### config.mk
export PLATFORM = sky130hd
export DESIGN_NAME = xosera_bus_frontend
export DESIGN_NICKNAME = d
export VERILOG_FILES = /design/src/rtl/xosera_bus_frontend_pkg.sv /design/src/rtl/xosera_sync_ff.sv /design/src/rtl/xosera_bus_frontend.sv
export SDC_FILE = /design/constraint.sdc
export NUM_CORES = 1
export LEC_CHECK = 0
export ABC_AREA = 1
export BUFFER_PORTS_ARGS = -buffer_cell sky130_fd_sc_hd__buf_4
export CAP_MARGIN = 20
export CORE_MARGIN = 2
export CORE_UTILIZATION = 52
export DETAILED_ROUTE_END_ITERATION = 8
export GPL_ROUTABILITY_DRIVEN = 0
export PLACE_DENSITY = 0.75
export SYNTH_ARGS = -nofsm -noshare
export SYNTH_HDL_FRONTEND = slang
export SYNTH_HIERARCHICAL = 1
export SYNTH_SLANG_ARGS = --single-unit
### constraint.sdc
create_clock -name clk -period 2.3 [get_ports clk]
set_clock_uncertainty 0.05 [all_clocks]
set_input_delay 0.115 -clock clk [delete_from_list [all_inputs] [get_ports clk]]
set_output_delay 0.115 -clock clk [all_outputs]
set_load 0.05 [all_outputs]
### src/rtl/xosera_bus_frontend_pkg.sv
// Shared types for the Xosera host-bus front end.
// Bus FSM state encoding plus the active levels of the bus control pins.
package xosera_bus_frontend_pkg;

   typedef enum logic [2:0] {
      IDLE,
      SETUP,
      STROBE,
      DELAY,
      ACK
   } bus_fsm_t;

   localparam logic CS_ENABLED = 1'b0;
   localparam logic RnW_READ   = 1'b1;

endpackage

### src/rtl/xosera_sync_ff.sv
// Generic multi-bit synchroniser: STAGES flops per bit, clears to RST_VAL.
// Ports: clk, reset_n_i (sync, active low), d_i (async in), q_o (synchronised out).
module xosera_sync_ff #(
   parameter int               WIDTH   = 1,
   parameter int               STAGES  = 2,
   parameter logic [WIDTH-1:0] RST_VAL = '0
) (
   input  logic             clk,
   input  logic             reset_n_i,
   input  logic [WIDTH-1:0] d_i,
   output logic [WIDTH-1:0] q_o
);

   logic [WIDTH-1:0] r_sync [STAGES];

   always_ff @(posedge clk) begin
      if (!reset_n_i) begin
         for (int i = 0; i < STAGES; i++) begin
            r_sync[i] <= RST_VAL;
         end
      end else begin
         r_sync[0] <= d_i;
         for (int i = 1; i < STAGES; i++) begin
            r_sync[i] <= r_sync[i-1];
         end
      end
   end

   assign q_o = r_sync[STAGES-1];

endmodule

### src/rtl/xosera_bus_frontend.sv
// Host-bus front end: syncs m68k-style bus pins, sequences each access,
// issues strobes/DTACK/output-enable, and holds core reset until PLL lock settles.
// Ports: bus_* pins in/out, rd/wr strobes + captured reg/data to core,
// pll_lock_i -> reset_o, reconfig/boot-select registered for warm boot.
module xosera_bus_frontend
   import xosera_bus_frontend_pkg::*;
#(
   parameter int SYNC_STAGES  = 2,
   parameter int REG_BITS     = 4,
   parameter int DATA_WIDTH   = 8,
   parameter int DTACK_DELAY  = 1,
   parameter int LOCK_HOLDOFF = 16,
   parameter int BOOT_BITS    = 2
) (
   input  logic                  clk,
   input  logic                  reset_n_i,
   input  logic                  pll_lock_i,
   input  logic                  bus_cs_n_i,
   input  logic                  bus_rd_nwr_i,
   input  logic                  bus_bytesel_i,
   input  logic [REG_BITS-1:0]   bus_reg_num_i,
   input  logic [DATA_WIDTH-1:0] bus_data_i,
   input  logic [DATA_WIDTH-1:0] rd_data_i,
   input  logic                  reconfig_i,
   input  logic [BOOT_BITS-1:0]  boot_select_i,
   output logic                  reset_o,
   output logic                  wr_strobe_o,
   output logic                  rd_strobe_o,
   output logic [REG_BITS-1:0]   reg_num_o,
   output logic                  bytesel_o,
   output logic [DATA_WIDTH-1:0] wr_data_o,
   output logic [DATA_WIDTH-1:0] bus_data_o,
   output logic                  bus_out_ena_o,
   output logic                  bus_dtack_n_o,
   output logic                  reconfig_o,
   output logic [BOOT_BITS-1:0]  boot_select_o
);

   localparam int CW = REG_BITS + 3;
   localparam logic [CW-1:0] CTL_RST = {1'b1, {(CW-1){1'b0}}};
   localparam int HW = $clog2(LOCK_HOLDOFF + 1);
   localparam logic [HW-1:0] HOLD_MAX = HW'(LOCK_HOLDOFF);
   // DELAY always lasts at least one cycle so read data can be latched
   localparam logic [3:0] DLY_LAST =
      (DTACK_DELAY == 0) ? 4'd0 : 4'(DTACK_DELAY - 1);

   logic [CW-1:0]         w_ctl_q;
   logic [DATA_WIDTH-1:0] w_data_q;
   logic                  w_cs_n;
   logic                  w_rd;
   logic                  w_bs;
   logic [REG_BITS-1:0]   w_reg;
   logic [HW-1:0]         w_lock_nxt;
   logic                  w_hold;

   bus_fsm_t              r_state;
   logic [3:0]            r_dly_cnt;
   logic [HW-1:0]         r_lock_cnt;
   logic                  r_reset;
   logic                  r_rd;
   logic                  r_wr_strobe;
   logic                  r_rd_strobe;
   logic [REG_BITS-1:0]   r_reg_num;
   logic                  r_bytesel;
   logic [DATA_WIDTH-1:0] r_wr_data;
   logic [DATA_WIDTH-1:0] r_bus_data;
   logic                  r_out_ena;
   logic                  r_dtack_n;
   logic                  r_reconfig;
   logic [BOOT_BITS-1:0]  r_boot_sel;

   xosera_sync_ff #(
      .WIDTH  (CW),
      .STAGES (SYNC_STAGES),
      .RST_VAL(CTL_RST)
   ) u_sync_ctl (
      .clk      (clk),
      .reset_n_i(reset_n_i),
      .d_i      ({bus_cs_n_i, bus_rd_nwr_i, bus_bytesel_i, bus_reg_num_i}),
      .q_o      (w_ctl_q)
   );

   xosera_sync_ff #(
      .WIDTH  (DATA_WIDTH),
      .STAGES (SYNC_STAGES),
      .RST_VAL('0)
   ) u_sync_data (
      .clk      (clk),
      .reset_n_i(reset_n_i),
      .d_i      (bus_data_i),
      .q_o      (w_data_q)
   );

   assign {w_cs_n, w_rd, w_bs, w_reg} = w_ctl_q;

   always_comb begin
      w_lock_nxt = r_lock_cnt;
      if (!pll_lock_i) begin
         w_lock_nxt = '0;
      end else if (r_lock_cnt != HOLD_MAX) begin
         w_lock_nxt = r_lock_cnt + 1'b1;
      end
   end

   // Use next-state hold so a lock drop aborts the access on the same
   // edge reset_o rises (no DTACK can slip out behind it).
   assign w_hold = (w_lock_nxt != HOLD_MAX);

   always_ff @(posedge clk) begin
      if (!reset_n_i) begin
         r_state     <= IDLE;
         r_dly_cnt   <= '0;
         r_lock_cnt  <= '0;
         r_reset     <= 1'b1;
         r_rd        <= 1'b0;
         r_wr_strobe <= 1'b0;
         r_rd_strobe <= 1'b0;
         r_reg_num   <= '0;
         r_bytesel   <= 1'b0;
         r_wr_data   <= '0;
         r_bus_data  <= '0;
         r_out_ena   <= 1'b0;
         r_dtack_n   <= 1'b1;
         r_reconfig  <= 1'b0;
         r_boot_sel  <= '0;
      end else begin
         r_reconfig  <= reconfig_i;
         r_boot_sel  <= boot_select_i;
         r_lock_cnt  <= w_lock_nxt;
         r_reset     <= w_hold;
         r_wr_strobe <= 1'b0;
         r_rd_strobe <= 1'b0;
         if (w_hold) begin
            r_state   <= IDLE;
            r_out_ena <= 1'b0;
            r_dtack_n <= 1'b1;
         end else begin
            unique case (r_state)
               IDLE: begin
                  r_out_ena <= 1'b0;
                  r_dtack_n <= 1'b1;
                  if (w_cs_n == CS_ENABLED) begin
                     r_state <= SETUP;
                  end
               end
               SETUP: begin
                  r_reg_num <= w_reg;
                  r_bytesel <= w_bs;
                  r_rd      <= (w_rd == RnW_READ);
                  r_wr_data <= w_data_q;
                  if (w_cs_n != CS_ENABLED) begin
                     r_state <= IDLE;
                  end else begin
                     r_state     <= STROBE;
                     r_wr_strobe <= (w_rd != RnW_READ);
                     r_rd_strobe <= (w_rd == RnW_READ);
                  end
               end
               STROBE: begin
                  r_dly_cnt <= '0;
                  if (w_cs_n != CS_ENABLED) begin
                     r_state <= IDLE;
                  end else begin
                     r_state   <= DELAY;
                     r_out_ena <= r_rd;
                  end
               end
               DELAY: begin
                  if (w_cs_n != CS_ENABLED) begin
                     r_state   <= IDLE;
                     r_out_ena <= 1'b0;
                  end else begin
                     // core read data is valid only in the first DELAY cycle
                     if (r_rd && r_dly_cnt == 4'd0) begin
                        r_bus_data <= rd_data_i;
                     end
                     if (r_dly_cnt == DLY_LAST) begin
                        r_state   <= ACK;
                        r_dtack_n <= 1'b0;
                     end else begin
                        r_dly_cnt <= r_dly_cnt + 4'd1;
                     end
                  end
               end
               ACK: begin
                  if (w_cs_n != CS_ENABLED) begin
                     r_state   <= IDLE;
                     r_dtack_n <= 1'b1;
                     r_out_ena <= 1'b0;
                  end
               end
               default: r_state <= IDLE;
            endcase
         end
      end
   end

   assign reset_o       = r_reset;
   assign wr_strobe_o   = r_wr_strobe;
   assign rd_strobe_o   = r_rd_strobe;
   assign reg_num_o     = r_reg_num;
   assign bytesel_o     = r_bytesel;
   assign wr_data_o     = r_wr_data;
   assign bus_data_o    = r_bus_data;
   assign bus_out_ena_o = r_out_ena;
   assign bus_dtack_n_o = r_dtack_n;
   assign reconfig_o    = r_reconfig;
   assign boot_select_o = r_boot_sel;

endmodule

Word-level counts from Yosys, hierarchy flattened
Memories as Yosys holds them, arrays and structs flattened. A register that Yosys moved wholly into a read port is not among the register bits.
Cells that the tools add are included.

storage, ports and cells
  register bits after elaboration = 34
  RAM bits = 30
  bits of input ports = 29
  memories = 2

cells by class
  add/sub/neg operators = 2
  equality and inequality tests = 14
  mux-type cells = 25
  bitwise gates (word level) = 9
  reduce and logical (&&, ||, !) cells = 16

memory list
  memory              words  bits a word  rd ports  clocked after Yosys merged registers in  wr ports  RTL line              text
  u_sync_data.r_sync  2      8            2         1                                        2         xosera_sync_ff.sv:14  logic [WIDTH-1:0] r_sync [STAGES];
  u_sync_ctl.r_sync   2      7            2         0                                        2         xosera_sync_ff.sv:14

operator list
  operator               count
  $mux W8                2
  $pmux W3 S5            1
  $mux W7                2
  $mux W3                4
  $ne A2 B2 Y1 const B   6
  $reduce_and A4 Y1      3
  $mux W5                2
  $ne A5 B5 Y1 const B   2
  $mux W4                2
  $pmux W4 S2            1
  $mux W1                7
  $eq A3 B2 Y1 const B   2
  $pmux W1 S3            2
  $reduce_and A3 Y1      2
  $reduce_bool A3 Y1     2
  $add A5 B1 Y5 const B  1
  $not A1 Y1             5
  $add A4 B1 Y4 const B  1
  $logic_not A4 Y1       1
  $mux W2                2
  $or A1 B1 Y1           4
  $reduce_or A2 Y1       2
  $reduce_or A4 Y1       1
  $eq A3 B1 Y1 const B   1
  8 further kinds        8

Longest topological paths before layout
  word-level depth = 6
  depth in mapped cells = 14
  depth with buffers taken out = 13

Cells and area by module
The synthesis kept the hierarchy.

by module, submodules not included
  module                         instances  cells each  area an instance (um^2)
  xosera_bus_frontend            1          341         2248.4
  xosera_sync_ff at u_sync_data  1          58          544.3
  xosera_sync_ff at u_sync_ctl   1          50          449.2

Least setup slack after synthesis
No wires, ideal clock.

  path kind = reg-to-reg
  from = register r_lock_cnt[0]
  to = register r_bus_data[1], in the netlist bus_data_o[1]
  data arrival time = 1518 ps
  slack = 622 ps
  stages on the path, launching flop included = 15
  path buffers = 2
  period minus slack after synthesis = 1678 ps
  cell sequence = dfxtp_1 inv_1 ha_1 nand2_1 inv_1 nand2_2 nand2_1 nand2_1 nor2_4 nor2_8 buf_6 buf_6 nand4_1 nand2_1 nor2_1

on the way
  word-level cells in the longest chain between the ends = 6
  elaborated cells on any way between the ends = 7
  those cells by class = add/sub (1); eq/ne (2); mux (2); bitwise (1); reduce/logical (1)

ends and longest elaborated chain
  element                                        RTL line                                                text
  start: declaration                             xosera_bus_frontend.sv:58                               logic [HW-1:0] r_lock_cnt;
  start signal: assignment                       xosera_bus_frontend.sv:129                              r_lock_cnt <= w_lock_nxt;
  $add A5 B1 Y5 or $ne A5 B5 Y1 (tied branches)  xosera_bus_frontend.sv:101, xosera_bus_frontend.sv:100
  $mux W5 (*)                                    xosera_bus_frontend.sv:100                              end else if (r_lock_cnt != HOLD_MAX) begin
  $mux W5 (*)                                    xosera_bus_frontend.sv:98                               if (!pll_lock_i) begin
  $ne A5 B5 Y1 (*)                               xosera_bus_frontend.sv:107                              assign w_hold = (w_lock_nxt != HOLD_MAX);
  $not A1 Y1 (no line) (*)                       n/a
  $reduce_and A4 Y1 (no line) (*)                n/a
  end signal: assignment                         xosera_bus_frontend.sv:175                              r_bus_data <= rd_data_i;
  end: declaration                               xosera_bus_frontend.sv:66                               logic [DATA_WIDTH-1:0] r_bus_data;

Mark *: on every way between the ends. The rest lies on a longest branch, timed or not.
A chain may end at the register's enable or synchronous reset.

Worst setup path in the final report
  from = register r_lock_cnt[0]
  to = register r_wr_data[3], in the netlist wr_data_o[3] (read register of u_sync_data.r_sync)

on the way
  word-level cells in the longest chain between the ends = 6
  elaborated cells on any way between the ends = 7
  those cells by class = add/sub (1); eq/ne (2); mux (2); bitwise (1); reduce/logical (1)

ends and longest elaborated chain
  element                                        RTL line                                                text
  $add A5 B1 Y5 or $ne A5 B5 Y1 (tied branches)  xosera_bus_frontend.sv:101, xosera_bus_frontend.sv:100
  $mux W5 (*)                                    xosera_bus_frontend.sv:100
  $mux W5 (*)                                    xosera_bus_frontend.sv:98
  $ne A5 B5 Y1 (*)                               xosera_bus_frontend.sv:107
  $not A1 Y1 (no line) (*)                       n/a
  $reduce_and A2 Y1 (no line) (*)                n/a
  end: declaration                               xosera_bus_frontend.sv:65                               logic [DATA_WIDTH-1:0] r_wr_data;

Marked as above.

==> impl_metrics.csv <==
group,metric,value,unit
final_layout,mostFrequentLayoutCell,"inv_1",
sta,slew_violations,0,
job,maxCapViolations,0,
cts,clock_sinks,72,
setup_path,critical_path.startpoint,"r_lock_cnt[0]",
floorplan,start_util,0.544,
synth,netlist.area_leader.share,0.445,
synth,synth_fp_nets,482,
global_route,grt_pass1_vias,2487,
detailed_routing,ant_nets,0,
final_layout,fin_nets,543,
setup_path,cp_max_fo,16,
sta,relSlewSlack,0.699,
sta,max_freq,486,MHz
floorplan,die-height,83.0,um
worst_hold_path,hold_class,"in2reg",
setup_path,start_kind,"flip-flop",
final_layout,n_antenna_cell,0,
global_route,grtUsageTotal,0.185,
synth,ys_types,31,
run_status,status,"finished clean",
synth,yosys-mux-area-fraction,0,
synth,synth_xor_area_frac,0.00270,
floorplan,coreArea,5960,sq um
sta,worst_slew_pin_slew,0.451,ns
synth,synth.ff_latch_count,72,
power,p_leak,2.08,nW
floorplan,pin_count,58,
final_layout,final_cells,590,
placement,placedInstanceArea,3560,sq um
sta,rsz0062_at_grt,"no",
sta,min_period,2.06,ns
setup_path,reg2regPathDepth,13,
synth,synth_top_family_by_area,"simple AND/OR/NAND/NOR gates",
sta,setup_viol_count_final,0,
cts,clkLatencyLatePin,0.35,ns
synth,synth_area_per_cell,7.22,sq um
final_layout,finalCoreUtilization,0.659,
synth,syn_area,3240,sq um
final_layout,fillers,506,
synth,synth_adder_area_share,0.0154,
setup_path,critPathCaptureType,"flip-flop",
synth,synth_area_leaders,"dfxtp_1 44%, inv_1 14%, nand2_1 12%",
cts,cts_max_level,3,
setup_path,critical_path_arrival,2.25,ns
cts,cts_buffer_depth,2,
sta,period_share,0.895,
setup_path,worstReg2RegEnd,"wr_data_o[3]",
synth,yosysWarnings,6,
global_route,grt-ovfl-total,0,
sta,hold_ws,0.0452,ns
final_layout,syn_to_final_growth,21.1,%
cts,post_cts_buffers,0,
synth,synth_cells,449,
sta,finalSetupTns,0,ns
detailed_routing,remaining_drc_errors,0,
floorplan,die_area,6880,sq um
synth,seq_area_frac_synth,0.445,
cts,cts.clk_slew.worst_paths,0.08,ns
setup_path,r2r_start,"r_lock_cnt[0]",
placement,hpwl,4040,um
detailed_routing,first_pass_iters,4,
setup_path,r2r_slack,0.24,ns
final_layout,drive_gt1_frac,0.202,
placement,dp.cells,555,
power,pwr_density_cell,591,nW/um^2
synth,synth_compound_area_frac,0.0147,
cts,cts_inserted_buffers,9,
detailed_routing,num_vias,2600,
synth,synthSimpleGateAreaFrac,0.302,
power,ir_drop,0.485,mV
detailed_routing,wl_per_cell,9.93,um
global_route,grt_max_degree,46,
cts,cts_tree,"done",
setup_path,crit_end,"wr_data_o[3]",
final_layout,final_cell_mix,"118 x inv_1, 103 x nand2_1, 72 x dfxtp_1",
global_route,antenna_found_initial,0,
final_layout,finish.instance_area,3930,sq um
sta,finalHoldViolations,0,
floorplan,die_w,83.0,um
detailed_routing,drtIter0Drc,107,
setup_path,critPathKind,"reg2reg",
placement,io_buffers,57,
detailed_routing,viasPerCell,4.41,
synth,synth.largest_area_cell,"dfxtp_1",
global_route,grt_pass1_wl,10500,um
cts,cts_root_buf,"clkbuf_8",
setup_path,crit_required,2.49,ns
floorplan,num_rows,28,
detailed_routing,drt-total-wl,5860,um
==> flip-flops by register name, summed over array words and instances (netlist names), 2 cells and up <==
register            cells
reg_num_o               4
u_sync_ctl/r_sync      14
r_lock_cnt              5
bus_data_o              8
u_sync_data/r_sync     16
boot_select_o           2
wr_data_o               8
r_state                 3
r_dly_cnt               4
==> cell usage after synthesis, drive strengths merged <==
master	instances
inv	127
nand2	112
dfxtp	72
nor2	45
nand4	29
buf	28
nand3	14
nor3	5
ha	4
a21oi	3
clkbuf	2
o21ai	2
a211oi	1
a32oi	1
nor3b	1
nor4	1
o22ai	1
xor2	1
==> power breakdown <==
part,total (mW),internal [mW],switching (mW)
logic,0.172,0.0837,0.0881
clock network,0.863,0.394,0.469
registers,1.29,1.27,0.0115
==> worst min path at each step <==
stage,start,to,slack [ns],cells past startpoint
final,rd_data_i[5],bus_data_o[5],0.05,5
after global routing,rd_data_i[5],bus_data_o[5],0.04,5
after CTS,rd_data_i[5],bus_data_o[5],0.03,5
after detailed placement,bus_cs_n_i,u_sync_ctl/r_sync[0][6],0.24,3
after global placement,bus_cs_n_i,u_sync_ctl/r_sync[0][6],0.24,3
after floorplan,bus_cs_n_i,u_sync_ctl/r_sync[0][6],0.15,2
==> area by class of cell <==
| class | count | area [sq um] | area share |
|---|---|---|---|
| flip-flops and latches | 72 | 1440 | 0.367 |
| inverters | 127 | 477 | 0.121 |
| repair buffers | 80 | 648 | 0.165 |
| clock buffers | 10 | 128 | 0.0325 |
| well taps | 75 | 93.8 | 0.0239 |
| clock inverters | 6 | 45.0 | 0.0115 |
| multi-input cells | 220 | 1090 | 0.279 |
==> kinds of logic after synthesis <==
family,count (synthesis)
AOI/OAI and AO/OA,8
DFF,72
and+or+nand+nor,207
xor gates and xnor gates,1
buffers and inverters,157
adders and majority gates,4
==> routing by layer <==
metal  share of wire  track usage
met5               0            0
met4           0.024        0.106
met3           0.040       0.0408
met2            0.48        0.320
met1            0.46        0.210
==> metrics by stage <==
step | total power [mW] | setup WS [ns]
detailed placement | 1.46 | 0.213
global placement | 1.46 | 0.385
CTS | 2.35 | 0.201
global route | 2.42 | 0.0137
finish | 2.32 | 0.241
floorplan | 1.43 | 0.622
==> repair_timing <==
action                                  in CTS  in global routing
hold buffers                                19                  0
resized for setup                            0                  1
endpoints found under the setup margin       0                  6
endpoints found under the hold margin       19                  0
==> worst max-delay path, cell delays in order (launching register included) <==
cell,delay (ns)
dfxtp_1,0.43
inv_1,0.07
ha_1,0.20
nand2_1,0.05
inv_1,0.05
nand2_2,0.08
nand2_1,0.07
nand2_1,0.14
nor2_4,0.06
nor2_8,0.25
buf_4,0.26
nand4_1,0.12
nand2_1,0.08
nor2_1,0.05
Power figures use the tool's default switching activity.
